==> config.mk <==
export PLATFORM = sky130hd
export DESIGN_NAME = piso_serializer
export DESIGN_NICKNAME = d
export VERILOG_FILES = /design/src/rtl/piso_serializer.sv
export SDC_FILE = /design/constraint.sdc
export NUM_CORES = 1
export LEC_CHECK = 0
export BUFFER_PORTS_ARGS = -buffer_cell sky130_fd_sc_hd__buf_2
export CAP_MARGIN = 20
export CORE_MARGIN = 2
export CORE_UTILIZATION = 51
export CTS_CLUSTER_DIAMETER = 80
export DETAILED_ROUTE_END_ITERATION = 8
export HOLD_SLACK_MARGIN = 0.15
export PLACE_DENSITY = 0.75
export REMOVE_ABC_BUFFERS = 1
export SETUP_SLACK_MARGIN = 0.3
export SKIP_LAST_GASP = 1
export SLEW_MARGIN = 10
export SYNTH_ARGS = -nofsm -noshare
export SYNTH_HDL_FRONTEND = slang
export SYNTH_SLANG_ARGS = --single-unit
==> constraint.sdc <==
create_clock -name clk -period 1.6 [get_ports clk]
set_input_delay 0 -clock clk [delete_from_list [all_inputs] [get_ports clk]]
set_output_delay 0 -clock clk [all_outputs]
set_load 0.02 [all_outputs]
==> src/rtl/piso_serializer.sv <==
// Parallel-in serial-out stage: takes a WIDTH-bit word over valid/ready and
// shifts it out one bit per clock with per-bit valid and a last-bit flag.
module piso_serializer #(
  parameter int WIDTH      = 8,
  parameter bit MSB_FIRST  = 1'b1,
  parameter int GAP_CYCLES = 0
) (
  input  logic             clk,
  input  logic             rst,
  input  logic [WIDTH-1:0] din,
  input  logic             din_valid,
  output logic             din_ready,
  output logic             data,
  output logic             data_valid,
  output logic             data_last,
  output logic             busy
);

  localparam int            CW       = $clog2(WIDTH);
  localparam logic [CW-1:0] LAST_BIT = CW'(WIDTH - 1);
  localparam logic [CW-1:0] PEN_BIT  = CW'(WIDTH - 2);
  localparam logic [3:0]    GAP_LAST = 4'(GAP_CYCLES - 1);
  localparam bit            NO_GAP   = (GAP_CYCLES == 0);

  typedef enum logic [1:0] {IDLE, SHIFT, GAP} state_t;

  state_t           state;
  logic [WIDTH-1:0] shreg;
  logic [CW-1:0]    bit_cnt;
  logic [3:0]       gap_cnt;
  logic             last_cycle;
  logic             accept;

  function automatic logic first_bit(input logic [WIDTH-1:0] w);
    return MSB_FIRST ? w[WIDTH-1] : w[0];
  endfunction

  function automatic logic [WIDTH-1:0] shift_out(input logic [WIDTH-1:0] w);
    return MSB_FIRST ? (w << 1) : (w >> 1);
  endfunction

  // NOTE: continuous assigns from registered state cannot infer latches and
  // keep din_ready free of any combinational path from din_valid.
  assign last_cycle = (state == SHIFT) && (bit_cnt == LAST_BIT);
  assign din_ready  = !rst && ((state == IDLE) || (NO_GAP && last_cycle));
  assign accept     = din_valid && din_ready;
  assign busy       = (state != IDLE);

  // NOTE: all state uses non-blocking assignments so every register samples
  // pre-edge values, independent of statement order.
  always_ff @(posedge clk) begin
    if (rst) begin
      state      <= IDLE;
      shreg      <= '0;
      bit_cnt    <= '0;
      gap_cnt    <= '0;
      data       <= 1'b0;
      data_valid <= 1'b0;
      data_last  <= 1'b0;
    end else begin
      unique case (state)
        IDLE: begin
          if (accept) begin
            state      <= SHIFT;
            bit_cnt    <= '0;
            data       <= first_bit(din);
            shreg      <= shift_out(din);
            data_valid <= 1'b1;
            data_last  <= 1'b0;
          end
        end
        SHIFT: begin
          if (!last_cycle) begin
            bit_cnt   <= bit_cnt + 1'b1;
            data      <= first_bit(shreg);
            shreg     <= shift_out(shreg);
            data_last <= (bit_cnt == PEN_BIT);
          end else if (accept) begin
            // Back-to-back word: counter wraps, no bubble on data_valid.
            bit_cnt    <= '0;
            data       <= first_bit(din);
            shreg      <= shift_out(din);
            data_valid <= 1'b1;
            data_last  <= 1'b0;
          end else begin
            state      <= NO_GAP ? IDLE : GAP;
            bit_cnt    <= '0;
            gap_cnt    <= '0;
            data       <= 1'b0;
            data_valid <= 1'b0;
            data_last  <= 1'b0;
          end
        end
        GAP: begin
          if (gap_cnt == GAP_LAST) state <= IDLE;
          else                     gap_cnt <= gap_cnt + 1'b1;
        end
        default: state <= IDLE;
      endcase
    end
  end

endmodule

==> metrics.md <==
| Metric | Value |
|---|---|
| Via/cell ratio | 5.492 |
| Vias in the first global route | 639 |
| Synthesis-to-finish area growth | 42.86% |
| CP bufs+invs | 1 |
| FMAX | 0.7202 GHz |
| Clock buffer depth | 2 |
| Worst R2R Path Depth | 5 |
| Final hold vios | 0 |
| Gr ovfl total | 0 |
| Routed Antenna Nets | 0 |
| CTS tree | built |
| Skew-Pair Late Insertion Delay | 0.29 ns |
| RR Endpoint | shreg[2] |
| WP data required | 1.60 ns |
| Min-delay src | din_valid |
| CP max FO | 3 |
| Synthesized instance count | 75 |
| Clk slew on worst S/H paths | 0.10 ns |
| Post-synth top flop | dfxtp_1 |
| Initial antenna violation count | 0 |
| Via count | 648 |
| First-pass GRT wire length | 2.822 mm |
| Leakage | 0.4383 nW |
| Routed WL | 1.664 mm |
| I/O Pins | 16 |
| RSZ-0062 raised after global routing | yes |
| Post-DP HPWL | 849.8 um |
| Slowest-stage cell, CP | dfxtp_2 |
| Top cell family by delay on the critical path | flip-flops |
| Synthesis-stage register bit count | 15 |
| Unique masters post-synth | 22 |
| Leading cell types by count after synthesis | 15 x dfxtp_1, 15 x nor2_1, 8 x mux2i_1 |
| Hold Crit Class | input port to flop |
| Clk sinks | 15 |
| Max Clock Skew | 0.007329 ns |
| Pins Over Slew Limit | 0 |
| Worst reg2reg path startpoint | bit_cnt[1] |
| I/O Buffers | 15 |
| CP startpoint kind | flop |
| Post-Syn Area | 744.5 um2 |
| Net count, final | 118 |
| Setup TNS | 0 ns |
| Power Density | 755.9 nW/um2 |
| Gp weighted congestion | 0.6838 |
| Worst path max stage delay | 0.37 ns |
| Area leader, netlist | dfxtp_1 |
| H-tree Lvls | 1 |
| Worst slew margin | 0.7352 |
| Final setup fails | 0 |
| Yosys warning total | 0 |
| Chip height | 42.21 um |
| Layout cell share with drive strength beyond 1 | 0.4757 |
| WL per Instance | 14.10 um |
| Root Driver | clkbuf_4 |
| Initial Util | 0.5582 |
| N_diodes | 0 |
| Die ar. | 1781 um2 |
| Die X | 42.21 um |
| CTS Buf Count | 3 |
| Fin crit share | 0.8678 |
| Largest net degree at the start of global routing | 19 |
| Avg Inst Size Synth | 9.926 um2 |
| Ys async rst share | 0 |
| Rows | 13 |
| Worst R2R Setup Slack | 0.25 ns |
| Synth area leaders | dfxtp_1 40%, mux2i_1 11%, nor2_1 7.6% |
| Hold path depth | 3 |
| EDFF count, synth | 0 |
| Sequential share of the synthesized area | 0.4034 |
| Final Core Density | 0.7974 |
| Global Route Usage Sum | 0.2053 |
| Peak supply drop | 0.0005663 V |
| Drt drc | 0 |
| CP Cell Sequence | ha_4 -> ha_4 -> and2b_2 -> nor2_2 -> buf_6 |
| Min Clock Period, post-route | 1.388 ns |
| Core Area | 1334 um2 |
| Outcome | complete, no violations |
| DRT iter0 DRCs | 12 |
| Worst-margin pin slew | 0.3972 ns |
| Router iterations before antenna repair | 4 |
| Top cell type's share of synthesized area | 0.4034 |
| Max Cap Viol | 0 |
| Most frequent cell on the critical path | ha_4 |
| Arrival time at the worst endpoint | 1.39 ns |
| WS Path Type | flop to primary output |
| Endpoint class of the critical path | primary output |
| Hold endpoint | state[0] |
## area by class of cell
| type | instances | area [um2] |
|---|---|---|
| clock buffer | 3 | 22.52 |
| inverter | 3 | 11.26 |
| multi-input combinational | 52 | 486.7 |
| timing repair buffer | 29 | 212.7 |
| sequential | 15 | 306.5 |
| clock inverter | 1 | 5.005 |
| tap | 15 | 18.77 |
| fill | 87 | 270.3 |
## power breakdown
part / internal (mW) / switching (mW) / leakage (nW)
Sequential: 0.397 / 0.0263 / 0.125
Clock: 0.0930 / 0.128 / 0.0177
Combinational: 0.0804 / 0.0801 / 0.296
## stage by stage
stage	worst slack [ns]	instance area [um2]	hold slack, ns	power [mW]	instances
CTS	0.2330	997.2	0.1695	0.7785	117
finish	0.2115	1064	0.1678	0.8039	118
global route	0.1421	1064	0.1747	0.8533	118
floorplan	0.3016	690.7	0.06244	0.4885	69
detailed placement	0.2058	784.5	0.3395	0.5324	99
global placement	0.2568	784.5	0.3356	0.5305	99
## how the worst max path moves through the flow
stage / start / to / slack [ns] / cells after the start
6_report: bit_cnt[0] / din_ready / 0.21 / 5
5_1_grt: bit_cnt[0] / din_ready / 0.14 / 5
4_1_cts: bit_cnt[0] / din_ready / 0.23 / 5
3_5_place_dp: bit_cnt[0] / shreg[3] / 0.21 / 5
3_3_place_gp: bit_cnt[0] / data / 0.26 / 5
2_1_floorplan: bit_cnt[0] / data / 0.30 / 5
## cells in the final DEF (no fill, tap or decap), drive strengths merged
cell          n
a21oi         4
ha            3
nor2         15
and2b         1
clkinv        1
clkbuf        3
nand4b        2
nor4b         1
mux2i         8
nand2         1
nand2b        2
nor3          1
a211oi        8
inv           3
a311oi        1
nor3b         3
dfxtp        15
buf          20
or3b          1
dlygate4sd3   9
a21o          1
## worst register-to-register path, delay by kind of cell, from the launching register on
kind | cells | cell delay [ns]
compound gates | 1 | 0.23
fa+ha+maj | 2 | 0.31
buf+inv | 1 | 0.14
flops | 1 | 0.36
simple gates | 1 | 0.22
## routing by layer
| metal | track usage | vias up | share of wire |
|---|---|---|---|
| met1 | 0.2540 | 311 | 0.45 |
| li1 | - | 321 | - |
| met2 | 0.3508 | 14 | 0.51 |
| met4 | 0.07500 | 0 | 0.0036 |
| met3 | 0.03879 | 2 | 0.032 |
| met5 | 0 | - | 0 |
## kinds of logic after synthesis
family	after synthesis	share of synthesized area
and+or+nand+nor	26	0.1949
DFF	15	0.4034
muxes	8	0.1076
buffers and inverters	9	0.08738
AOI/OAI and AO/OA	14	0.1563
adders and majority gates	3	0.05043
## flip-flops by register name (all words and copies together) (netlist names)
name,cells
bit_cnt,3
data,1
data_last,1
data_valid,1
shreg,8
state,1
## what timing repair did
action / CTS / global route
endpoints found under the hold margin: 13 / 0
resized for setup: 16 / 13
setup buffers: 5 / 0
hold buffers: 9 / 0
setup endpoints to repair: 12 / 12
pin swaps: 0 / 2
gates cloned: 0 / 1
No activity file was read; power rests on OpenSTA's default activity.
